--- config.mk ---
export PLATFORM = sky130hd
export DESIGN_NAME = digit_serial_adder
export DESIGN_NICKNAME = d
export VERILOG_FILES = /design/src/rtl/digit_serial_adder_pkg.sv /design/src/rtl/digit_add.sv /design/src/rtl/digit_serial_adder.sv
export SDC_FILE = /design/constraint.sdc
export NUM_CORES = 1
export LEC_CHECK = 0
export CORE_MARGIN = 4
export CORE_UTILIZATION = 42
export CTS_BUF_LIST = sky130_fd_sc_hd__clkbuf_2 sky130_fd_sc_hd__clkbuf_4 sky130_fd_sc_hd__clkbuf_8
export CTS_CLUSTER_SIZE = 28
export DETAILED_ROUTE_END_ITERATION = 7
export GPL_TIMING_DRIVEN = 1
export HOLD_SLACK_MARGIN = 0.06
export PLACE_DENSITY = 0.69
export SLEW_MARGIN = 30
export SYNTH_ARGS = -nofsm -noshare
export SYNTH_HDL_FRONTEND = slang
export SYNTH_HIERARCHICAL = 1
export SYNTH_SLANG_ARGS = --single-unit
--- constraint.sdc ---
create_clock -name clk -period 1.8 [get_ports clk]
set_input_delay 0.45 -clock clk [delete_from_list [all_inputs] [get_ports clk]]
set_output_delay 0.45 -clock clk [all_outputs]
set_load 0.02 [all_outputs]
--- src/rtl/digit_serial_adder_pkg.sv ---
// Shared types and helpers for the digit-serial adder.
package digit_serial_adder_pkg;

   typedef enum logic [1:0] {
      StIdle = 2'd0,
      StRun  = 2'd1,
      StDone = 2'd2
   } state_e;

   // Counter width for NDIG digits; never narrower than one bit.
   function automatic int unsigned cnt_width(input int unsigned ndig);
      if (ndig <= 1) begin
         return 1;
      end
      return int'($clog2(ndig));
   endfunction

endpackage

--- src/rtl/digit_add.sv ---
// Combinational DIGIT-bit ripple adder; also exposes the carry into the top bit.
module digit_add #(
   parameter int unsigned DIGIT = 1
) (
   input  logic [DIGIT-1:0] a_d,
   input  logic [DIGIT-1:0] b_d,
   input  logic             cin,
   output logic [DIGIT-1:0] s_d,
   output logic             cout,
   output logic             c_msb_in
);

   always_comb begin
      logic c;
      c        = cin;
      c_msb_in = cin;
      s_d      = '0;
      for (int i = 0; i < int'(DIGIT); i++) begin
         if (i == int'(DIGIT) - 1) begin
            c_msb_in = c;
         end
         s_d[i] = a_d[i] ^ b_d[i] ^ c;
         c      = (a_d[i] & b_d[i]) | (c & (a_d[i] ^ b_d[i]));
      end
      cout = c;
   end

endmodule

--- src/rtl/digit_serial_adder.sv ---
// Multi-cycle add/subtract, DIGIT bits per clock, valid/ready on both sides.
// Optional accumulate input enabled by defining DIGIT_SERIAL_ADDER_ACC_EN.
module digit_serial_adder
   import digit_serial_adder_pkg::*;
#(
   parameter int unsigned WIDTH = 8,
   parameter int unsigned DIGIT = 1
) (
   input  logic             clk,
   input  logic             rst,
   input  logic             in_valid,
   output logic             in_ready,
   input  logic [WIDTH-1:0] a,
   input  logic [WIDTH-1:0] b,
   input  logic             sub,
`ifdef DIGIT_SERIAL_ADDER_ACC_EN
   input  logic             acc,
`endif
   output logic             out_valid,
   input  logic             out_ready,
   output logic [WIDTH-1:0] sum,
   output logic             carry_out,
   output logic             overflow
);

   localparam int unsigned NDIG = WIDTH / DIGIT;
   localparam int unsigned CntW = cnt_width(NDIG);

   if (DIGIT == 0 || (WIDTH % DIGIT) != 0) begin : g_bad_digit
      $error("digit_serial_adder: WIDTH must be a non-zero multiple of DIGIT");
   end

   state_e           state_q, state_d;
   logic [WIDTH-1:0] a_q, b_q, sum_q;
   logic             carry_q;
   logic [CntW-1:0]  cnt_q;
   logic             carry_out_q, overflow_q;

   logic [DIGIT-1:0]       digit_sum;
   logic                   digit_cout, digit_c_msb;
   logic                   last_digit, accept;
   logic [WIDTH-1:0]       a_src;
   logic [WIDTH+DIGIT-1:0] sum_shift;

   digit_add #(
      .DIGIT(DIGIT)
   ) u_digit_add (
      .a_d     (a_q[DIGIT-1:0]),
      .b_d     (b_q[DIGIT-1:0]),
      .cin     (carry_q),
      .s_d     (digit_sum),
      .cout    (digit_cout),
      .c_msb_in(digit_c_msb)
   );

   assign last_digit = (cnt_q == CntW'(NDIG - 1));
   assign accept     = in_valid && in_ready;
   // New digit enters at the MSB end; after NDIG shifts the LSB digit lands at bit 0.
   assign sum_shift  = {digit_sum, sum_q};

`ifdef DIGIT_SERIAL_ADDER_ACC_EN
   assign a_src = acc ? sum_q : a;
`else
   assign a_src = a;
`endif

   always_ff @(posedge clk or posedge rst) begin
      if (rst) begin
         state_q <= StIdle;
      end else begin
         state_q <= state_d;
      end
   end

   always_comb begin
      state_d = state_q;
      case (state_q)
         StIdle:  if (accept) state_d = StRun;
         StRun:   if (last_digit) state_d = StDone;
         StDone:  if (out_ready) state_d = StIdle;
         default: state_d = StIdle;
      endcase
   end

   always_comb begin
      in_ready  = (state_q == StIdle) && !rst;
      out_valid = (state_q == StDone);
      sum       = sum_q;
      carry_out = carry_out_q;
      overflow  = overflow_q;
   end

   always_ff @(posedge clk or posedge rst) begin
      if (rst) begin
         a_q         <= '0;
         b_q         <= '0;
         sum_q       <= '0;
         carry_q     <= 1'b0;
         cnt_q       <= '0;
         carry_out_q <= 1'b0;
         overflow_q  <= 1'b0;
      end else begin
         case (state_q)
            StIdle: begin
               if (accept) begin
                  a_q     <= a_src;
                  b_q     <= b ^ {WIDTH{sub}};
                  carry_q <= sub;
                  cnt_q   <= '0;
               end
            end
            StRun: begin
               a_q     <= a_q >> DIGIT;
               b_q     <= b_q >> DIGIT;
               sum_q   <= sum_shift[WIDTH+DIGIT-1:DIGIT];
               carry_q <= digit_cout;
               cnt_q   <= cnt_q + CntW'(1);
               if (last_digit) begin
                  carry_out_q <= digit_cout;
                  overflow_q  <= digit_c_msb ^ digit_cout;
               end
            end
            default: begin
            end
         endcase
      end
   end

endmodule
Word-level counts from Yosys, hierarchy flattened
Cells that the tools add are included.
{ "totals": {"register_bits": 32, "in_bits": 21, "output_inout_bits": 12, "word_cells": 42} }
{ "op_classes": {"addsub": 1, "n_eq_ne": 6, "n_mux": 12, "bitwise_logic": 7, "n_reduce_logical": 8} }
{ "ops": {"columns": ["op", "n"], "rows": [
  ["8-bit case mux with 2 select lines", 2],
  ["8-bit two-way mux", 2],
  ["8-bit bitwise XOR", 1],
  ["2-bit two-way mux", 3],
  ["2-bit case mux with 3 select lines", 1],
  ["3-bit case mux with 2 select lines", 1],
  ["2-bit != test (second input constant)", 2],
  ["2-bit AND reduction", 2],
  ["3-bit by 1-bit adder with 3-bit output (second input constant)", 1],
  ["3-bit == test (second input constant)", 1],
  ["3-bit two-way mux", 1],
  ["3-bit AND reduction", 1],
  ["1-bit bitwise XOR", 3],
  ["1-bit AND", 2],
  ["2-bit by 1-bit == test with 1-bit output (second input constant)", 1],
  ["2-bit == test (second input constant)", 1],
  ["1-bit logical AND", 2],
  ["2-bit logical NOT", 1],
  ["2-bit by 1-bit != test with 1-bit output (second input constant)", 1],
  ["1-bit case mux with 2 select lines", 1],
  ["2-bit nonzero test", 1],
  ["1-bit logical NOT", 1],
  ["1-bit two-way mux", 1],
  ["1-bit bitwise OR", 1]
]} }

Logic depth before layout (Yosys ltp)
Gate-level depths: netlist (run 1).
{ "logic_depth": {"ltp_word": 5, "mapped_depth": 5} }

Modules after synthesis
The synthesis (run 1) kept the hierarchy.
{ "by_module_without_submodules": {"columns": ["module", "n_inst", "cells_each", "area_per_inst_um2", "seq_area_each_um2"], "rows": [
  ["digit_serial_adder", 1, 157, 1505.2, 800.8],
  ["digit_add", 1, 2, 27.5, 0.0]
]} }

Least setup slack after synthesis (run 1)
No wires, ideal clock.
{ "synth_timing": {"path_type": "input -> register", "start": "input rst", "end": "register b_q[0]", "arrival_ns": 1.342, "path_slack_ns": 0.331, "path_stages": 5, "path_buffers": 2, "cell_sequence": "or4b_1 > buf_6 > buf_6 > nand3_2 > o211ai_2"} }
{ "synth_between": {"elab_chain_len": 5} }
{ "synth_lines": {"columns": ["element", "line_no", "text"], "rows": [
  ["start: declaration", "digit_serial_adder.sv:10", "input logic rst,"],
  ["1-bit logical NOT (no line)", null, null],
  ["1-bit logical AND", "digit_serial_adder.sv:86", "in_ready = (state_q == StIdle) && !rst;"],
  ["1-bit logical AND", "digit_serial_adder.sv:57", "assign accept = in_valid && in_ready;"],
  ["2-bit != test (no line)", null, null],
  ["2-bit AND reduction (no line)", null, null],
  ["end signal: assignment", "digit_serial_adder.sv:107", "b_q <= b ^ {WIDTH{sub}};"],
  ["end signal: assignment", "digit_serial_adder.sv:114", "b_q <= b_q >> DIGIT;"],
  ["end: declaration", "digit_serial_adder.sv:34", "logic [WIDTH-1:0] a_q, b_q, sum_q;"]
]} }
No other way between the ends.
A chain may end at the register's enable or synchronous reset.

Worst setup path after layout (run 1)
{ "layout_timing": {"start": "input rst", "end": "register b_q[6]"} }
Same word-level chain as after synthesis.

==> results list, run 1 <==
* Net count, final: 218
* Pin slew with the least headroom to its limit: 0.353 ns
* Hold Crit Class: flop to flop
- In this run the static leakage power is 0.947 nW.
* Fraction of power consumed by the clock network: 19.0%
- Sequential elements use 52.2% of the synthesized area.
* Finished Core Util: 58.3%
- Sequential cells account for 39.0% of the total power.
- Clk buf depth: 2
- Cells with a size suffix above 1 make up 14.9% of the layout.
- Largest cells by area after synthesis: dfrtp_1, nand2_1, nand3_1
- Relative slew slack: 76.4%
* Buffers added on ports: 32
- Global routing finished with a remaining overflow of 0.
- Counting tap cells, the placed design contains a total of 233 instances.
- Launching element of the worst setup path: rst
- TritonCTS buffer count: 5
* Time the worst path needs with I/O delays and setup: 1.74 ns
* Post-synthesis net count: 183
- Setup slack after placement: -0.346 ns
- The initial antenna violation count came to 0.
* Post-DP Area: 0.00191 mm^2
- Standard cell core area: 0.00344 mm^2
- The worst setup path is launched from an input pin.
- Max-slew violation count: 0
* Post-Synthesis Mean Instance Area: 9.64 um^2
- The cell sitting at the root of the clock tree is a clkbuf_8.
- Detailed-route DRC error count: 0
- The worst hold path begins at sum[0].
- Synthesized instance count: 159
* Power density over the cells: 1540 mW/mm^2
- Setup repair after global routing left no endpoint under its margin.
- Static timing analysis puts the maximum clock frequency at 0.575 GHz.
- The first global-routing pass estimated 5230 um of wire.
- In this run the number of H-tree levels came out at 2.
- Most common cell after layout, fill and taps aside: nand2_1
- Ratio of final minimum period to clock period: 96.6%
- The flow ran to the end, and the final reports show no timing, DRC or antenna violations.
- Counting every sink on the clock net gives 32.
- The count of nets left with antenna violations once routing finished came out at 0.
* Effective utilization at floorplan: 44.5%
- Final weighted congestion in routability-driven placement: 0.766
* Netlist area before placement: 0.00153 mm^2
* Setup ws final: 0.0619 ns
- Setup total negative slack on the finished layout was measured at 0 ns.
* Vias after detailed routing: 1,196
* Worst endpoint required time: 1.96 ns
* Detail-routed via count per cell: 4.96
- Combinational cell fraction of total power: 42.0%
- Across the run, the number of max-cap violations was 0.
- In this run the horizontal extent of the chip is 68.4 um.
- Detailed placement ended at an HPWL of 2140 um.
- During synthesis, Yosys emitted a total of 6 warnings.
- Internal power consumption: 1.93 mW
- TritonRoute pass-1 iters: 4
- Clock tree from TritonCTS: built
- Portion of synthesized cell area occupied by the leading cell type: 52.2%
* Vias in the first global route: 1,242
* Total setup violations reported at the end of the flow: 0
- Reg2reg start: state_q[1]
- Num rows: 21
- Number of storage elements in the synthesis netlist: 32
* Die area: 0.00468 mm^2
* Cell accounting for the most synthesized area: dfrtp_1
- In the global route stage, overall resource usage came out at 15.0%.
- Net switching is 37.7% of the power.
- Syn-to-layout area delta: 31.0%
- Entering global routing, the biggest net connects 29 pins.
- In the layout the commonest cells are nand2_1, dfrtp_1, clkdlybuf4s50_1, nand3_1, xnor2_1.
- The number of hold-slack violations in the final timing report was 0.
* Cell variety after synth: 27
- STA classifies the critical path endpoint as a flop.
- Routed wire length: 2950 um
- Clock latency on the worst-skew pair: 0.28 ns
* CP Max Fanout: 27
- Switching power summed over all nets: 1.17 mW
- Total power of the final layout: 3.10 mW
- Worst Hold Slack: 0.477 ns
- With fillers left out, the area of the finished cells amounts to 0.00201 mm^2.
- Fill cells in the final layout number 312.
* Clk pin slew, worst setup/hold paths: 0.06 ns
- Die H: 68.4 um
* Max VDD drop: 0.650 mV
- Per-cell routed wire length: 12.2 um
* Worst clock skew: 0.00512 ns
- Leaving out filler cells and counting taps, the final layout contains 241.
* I/O pin count: 33
- 0 antenna diodes ended up in the layout.
- Data arrival time of the worst path: 1.90 ns
- Category of the critical setup timing path: input pin to flop
- Hold repair after CTS inserted 0 buffers.
- Drt first-iter violations: 36
[synth_stat cells]
cell and count:
buf_2 4, mux2_2 2, buf_1 3, buf_6 3, buf_4 1, nor2_1 1, o21ai_0 1, clkbuf_1 1
nand2b_1 2, nor4b_1 1, ha_1 2, or4b_1 1, nand2_1 55, dfrtp_1 32, o21ai_1 1, o211ai_2 7
xor2_1 1, and2b_1 1, fa_1 1, nor2b_1 1, nand3_2 1, nor3_1 1, nand3_1 25, xnor2_1 8
a21oi_1 1, inv_1 1, a211oi_1 1
[cells by family (layout without fill, tap and decap cells)]
| family | count (synthesis) | count (layout) | share of synthesized area (%) |
|---|---|---|---|
| XOR/XNOR | 9 | 9 | 5.14 |
| AO/OA/AOI/OAI | 11 | 11 | 7.18 |
| AND/OR/NAND/NOR | 89 | 89 | 25.8 |
| adder cells (fa/ha/maj) | 3 | 3 | 2.94 |
| flip-flops | 32 | 32 | 52.2 |
| multiplexers | 2 | 2 | 1.47 |
| buffers and inverters | 13 | 49 | 5.22 |
[final timing paths]
kind                              end  slack, ns  cells after the start
setup reg to reg               b_q[6]       0.30                      4
hold reg to reg                sum[0]       0.48                      2
setup / recovery               b_q[6]       0.06                      6
min in group asynchronous  state_q[0]       0.67                      4
max in group asynchronous      a_q[1]       0.93                      4
hold / removal                 sum[0]       0.48                      2
[repair_timing]
| item | in CTS | in global routing |
|---|---|---|
| endpoints found under the setup margin | 2 | 14 |
| gates resized for setup | 6 | 1 |
| pin swaps | 0 | 0 |
| buffers inserted | 0 | 0 |
[area by class of cell]
cell class / instances / area [um^2] / area share [%]
inverter: 1 / 3.75 / 0.187
sequential: 32 / 801 / 39.9
tap: 46 / 57.6 / 2.87
timing repair buffer: 40 / 387 / 19.3
clock buffer: 8 / 97.6 / 4.86
multi-input combinational: 114 / 662 / 33.0
[routing by layer]
metal  part of all wire, %  track usage [%]
met1                    45             18.2
met4                   2.0             6.70
met3                   5.1             3.78
met2                    48             24.9
met5                     0                0
[worst max-delay path, cell delays in order]
cell	delay [ns]
clkdlybuf4s50_1	0.43
buf_4	0.15
or4b_4	0.49
buf_12	0.18
nand3_1	0.10
o211ai_2	0.09
[flip-flops by register name, indices dropped and copies added (netlist names)]
signal     cells
b_q            8
state_q        2
carry_q        1
cnt_q          3
a_q            8
carry_out      1
overflow       1
sum            8
[power by group through the flow]
stage | sequential, mW | clock [mW] | combinational [mW]
finish | 1.21 | 0.588 | 1.30
global route | 1.25 | 0.624 | 1.48
CTS | 1.21 | 0.599 | 1.32
floorplan | 1.29 | 0 | 0.800
global placement | 1.21 | 0 | 1.28
detailed placement | 1.23 | 0 | 1.32
Note: power is estimated with default switching activity, not from simulation.
==> run 2, diff against run 1 <==
CORE_MARGIN = 2   (was 4)
==> run 2 against run 1 <==
Sequential share of layout area about the same; non-clock buffer count decreased by 1; via count increased by 0.50%; flip-flop and latch count unchanged.
==> results list, run 2 (synthesis gave the netlist of run 1 again) <==
- Critical register-to-register path endpoint: b_q[3]
- Category of the critical setup timing path: flop to output pin
* Routed wire length: 3050 um (+3.6%)
- TritonCTS built the clock tree.
- The area of the core is 0.00342 mm^2 (-0.76%).
- The worst setup path is launched from a flop.
* Die H: 64.4 um (-5.8%)
- Die area: 0.00415 mm^2 (-11%)
- CP delay by family, top: buffers and inverters
- The transition at the pin with the smallest max-transition slack came to 0.327 ns (-0.0260 ns).
- The final count of pins violating max slew came to 0 (unchanged).
* Worst endpoint required time: 1.35 ns (-0.61 ns)
- Relative slew slack: 78.2% (+1.7 points)
- The number of levels the H-tree was split into was 2 (unchanged).
- From synthesis to final layout, the design area changed by 31.2%.
- Setup slack after placement: -0.311 ns (+0.0355 ns)
- Detail-routed via count per cell: 5.01 (+0.92%)
- Peak per-stage delay on the critical path: 0.60 ns (+0.11 ns)
- Maximum number of pins on one net before global-route repair: 33 (+14%)
- Launching element of the worst setup path: overflow
- Hold Crit Class: flop to flop
- First-pass GRT wire length: 5530 um (+5.7%)
* TritonRoute pass-1 iters: 4 (unchanged)
- The number of core rows was 21 (unchanged).
* Final Hold Vio Count: 0 (unchanged)
* Number of antenna violations at the first check in global routing: 0 (unchanged)
* Post-DP Area: 0.00192 mm^2 (+0.26%)
* Total setup violations reported at the end of the flow: 0 (unchanged)
- The horizontal extent of the die was 64.4 um (-5.8%).
- Clk buf depth: 2 (unchanged)
- Cell at the root of the clock tree: clkbuf_4
* Total congestion overflow: 0 (unchanged)
* Share of layout cells above drive strength 1: 14.9% (+0.077 points)
* Placed Cells incl. Taps: 232 (-0.43%)
- Setup repair after global routing missed its margin: false
- The signal on the critical path passes through clkdlybuf4s50_1.
* Final instance count without filler cells: 240 (-0.41%)
- Ratio of final minimum period to clock period: 96.1% (-0.42 points)
* End point of the critical path: overflow
- The final routed DRC violation total was 0 (unchanged).
- The effective utilization at floorplan came to 44.9% (+0.34 points).
- The total of hold buffers inserted after clock tree synthesis came to 0 (unchanged).
- Final weighted congestion in routability-driven placement: 0.746 (-2.6%)
- Number of inserted filler cells in the final layout: 304 (-2.6%)
- All-layer global routing usage: 17.4% (+2.4 points)
- Max-cap viol count: 0 (unchanged)
* Clk pin slew, worst setup/hold paths: 0.09 ns (+0.03 ns)
- The count of routing violations after the opening detailed-route iteration came to 80 (+120%).
- The peak supply drop came to 0.696 mV (+7.1%).
* Data arrival time of the worst path: 1.28 ns (-0.62 ns)
- The reg-to-reg setup timing slack was 0.27 ns (-0.03 ns).
- Net count, final: 217 (-0.46%)
- The number of antenna diodes was 0 (unchanged).
- The leakage power total is 1.05 nW (+11%).
* Bufs and invs on worst path: 1 (-2)
- The post-detailed-placement half-perimeter wirelength was 2180 um (+1.8%).
- Vias after detailed routing: 1,202 (+0.50%)
- The number of I/O pins was 33 (unchanged).
* Max frequency: 0.578 GHz (+0.44%)
- The final routed wire length divided by cell count is 12.7 um (+4.0%).
- On the critical path, the stage with the largest delay is an instance of clkdlybuf4s50_1.
- The count of clock tree sinks is 32 (unchanged).
* Time the worst path needs with I/O delays and setup: 1.73 ns (-0.00764 ns)
- Result of the run: complete, no violations
- The post-route worst setup slack came to 0.0695 ns (+0.00764 ns).
* Most common cell after layout, fill and taps aside: nand2_1
- Clock latency on the worst-skew pair: 0.33 ns (+0.05 ns)
* Post-detailed-route count of antenna-violating nets: 0 (unchanged)
- The logic depth of the worst register-to-register path came to 4 (unchanged).
- Total number of cells along the worst setup path: 1 (-5)
- The total power per unit cell area came to 1510 mW/mm^2 (-2.0%).
- TritonCTS buffer count: 5 (unchanged)
- In the layout the commonest cells are nand2_1, dfrtp_1, nand3_1, clkdlybuf4s50_1.
- The highest net fanout along the worst path is 2 (-93%).
- Vias in the first global route: 1,199 (-3.5%)
* Reg2reg start: state_q[1]
- The final setup skew is 0.00639 ns (+0.00127 ns).
* Endpoint type of the worst setup path: output pin
- The number of I/O port buffers came to 32 (unchanged).
* Startpoint of the lowest-slack hold path: a_q[7]
- The final instance area is 0.00201 mm^2 (+0.12%).
[run 2: worst min-delay path by stage]
stage                     depth (start not counted)  slack (ns)  endpoint
after detailed placement                          2        0.47    a_q[0]
after global routing                              1        0.52  cnt_q[0]
after CTS                                         1        0.49  cnt_q[0]
after global placement                            2        0.46    a_q[1]
after floorplan                                   2        0.45    a_q[0]
final                                             2        0.49    a_q[6]
[run 2: worst reg2reg max path, cell delays in order (launching register included)]
cell      delay (ns)
dfrtp_1         0.45
or4b_4          0.57
buf_12          0.18
nand3_1         0.11
o211ai_2        0.10
[run 2: area by class of cell]
class | instances | area [um^2] | share of cell area [%]
tap | 46 | 57.6 | 2.86
timing repair buffer | 39 | 407 | 20.2
clock inverter | 2 | 35.0 | 1.74
inverter | 1 | 3.75 | 0.187
clock buffer | 6 | 45.0 | 2.24
sequential | 32 | 801 | 39.8
multi-input combinational | 114 | 662 | 32.9
[run 2: routing by layer]
layer  part of all wire (%)  GRT usage [%]  vias up
li1                       -              -      594
met1                     42           20.4      564
met2                     50           30.2       37
met3                    5.4           3.47        7
met4                    2.3           8.78        0
met5                      0              0        -
[run 2: stage by stage]
stage / setup TNS, ns / power (mW) / hold slack (ns) / utilization, %
finish: 0 / 3.04 / 0.491 / 58.9
global placement: -4.47 / 2.48 / 0.458 / 56.2
detailed placement: -4.99 / 2.55 / 0.474 / 56.2
CTS: 0 / 3.10 / 0.493 / 58.5
floorplan: 0 / 2.09 / 0.449 / -
global route: 0 / 3.30 / 0.518 / 58.9
[run 2: report_power, final]
group / internal (mW) / leakage, nW / switching, mW
sequential: 1.01 / 0.412 / 0.192
clock: 0.306 / 0.0456 / 0.238
combinational: 0.552 / 0.596 / 0.740
[run 2: repair_timing]
| action | CTS | global route |
|---|---|---|
| hold endpoints to repair | 0 | 0 |
| setup endpoints to repair | 3 | 12 |
| buffers inserted | 0 | 0 |
| resized for setup | 6 | 12 |
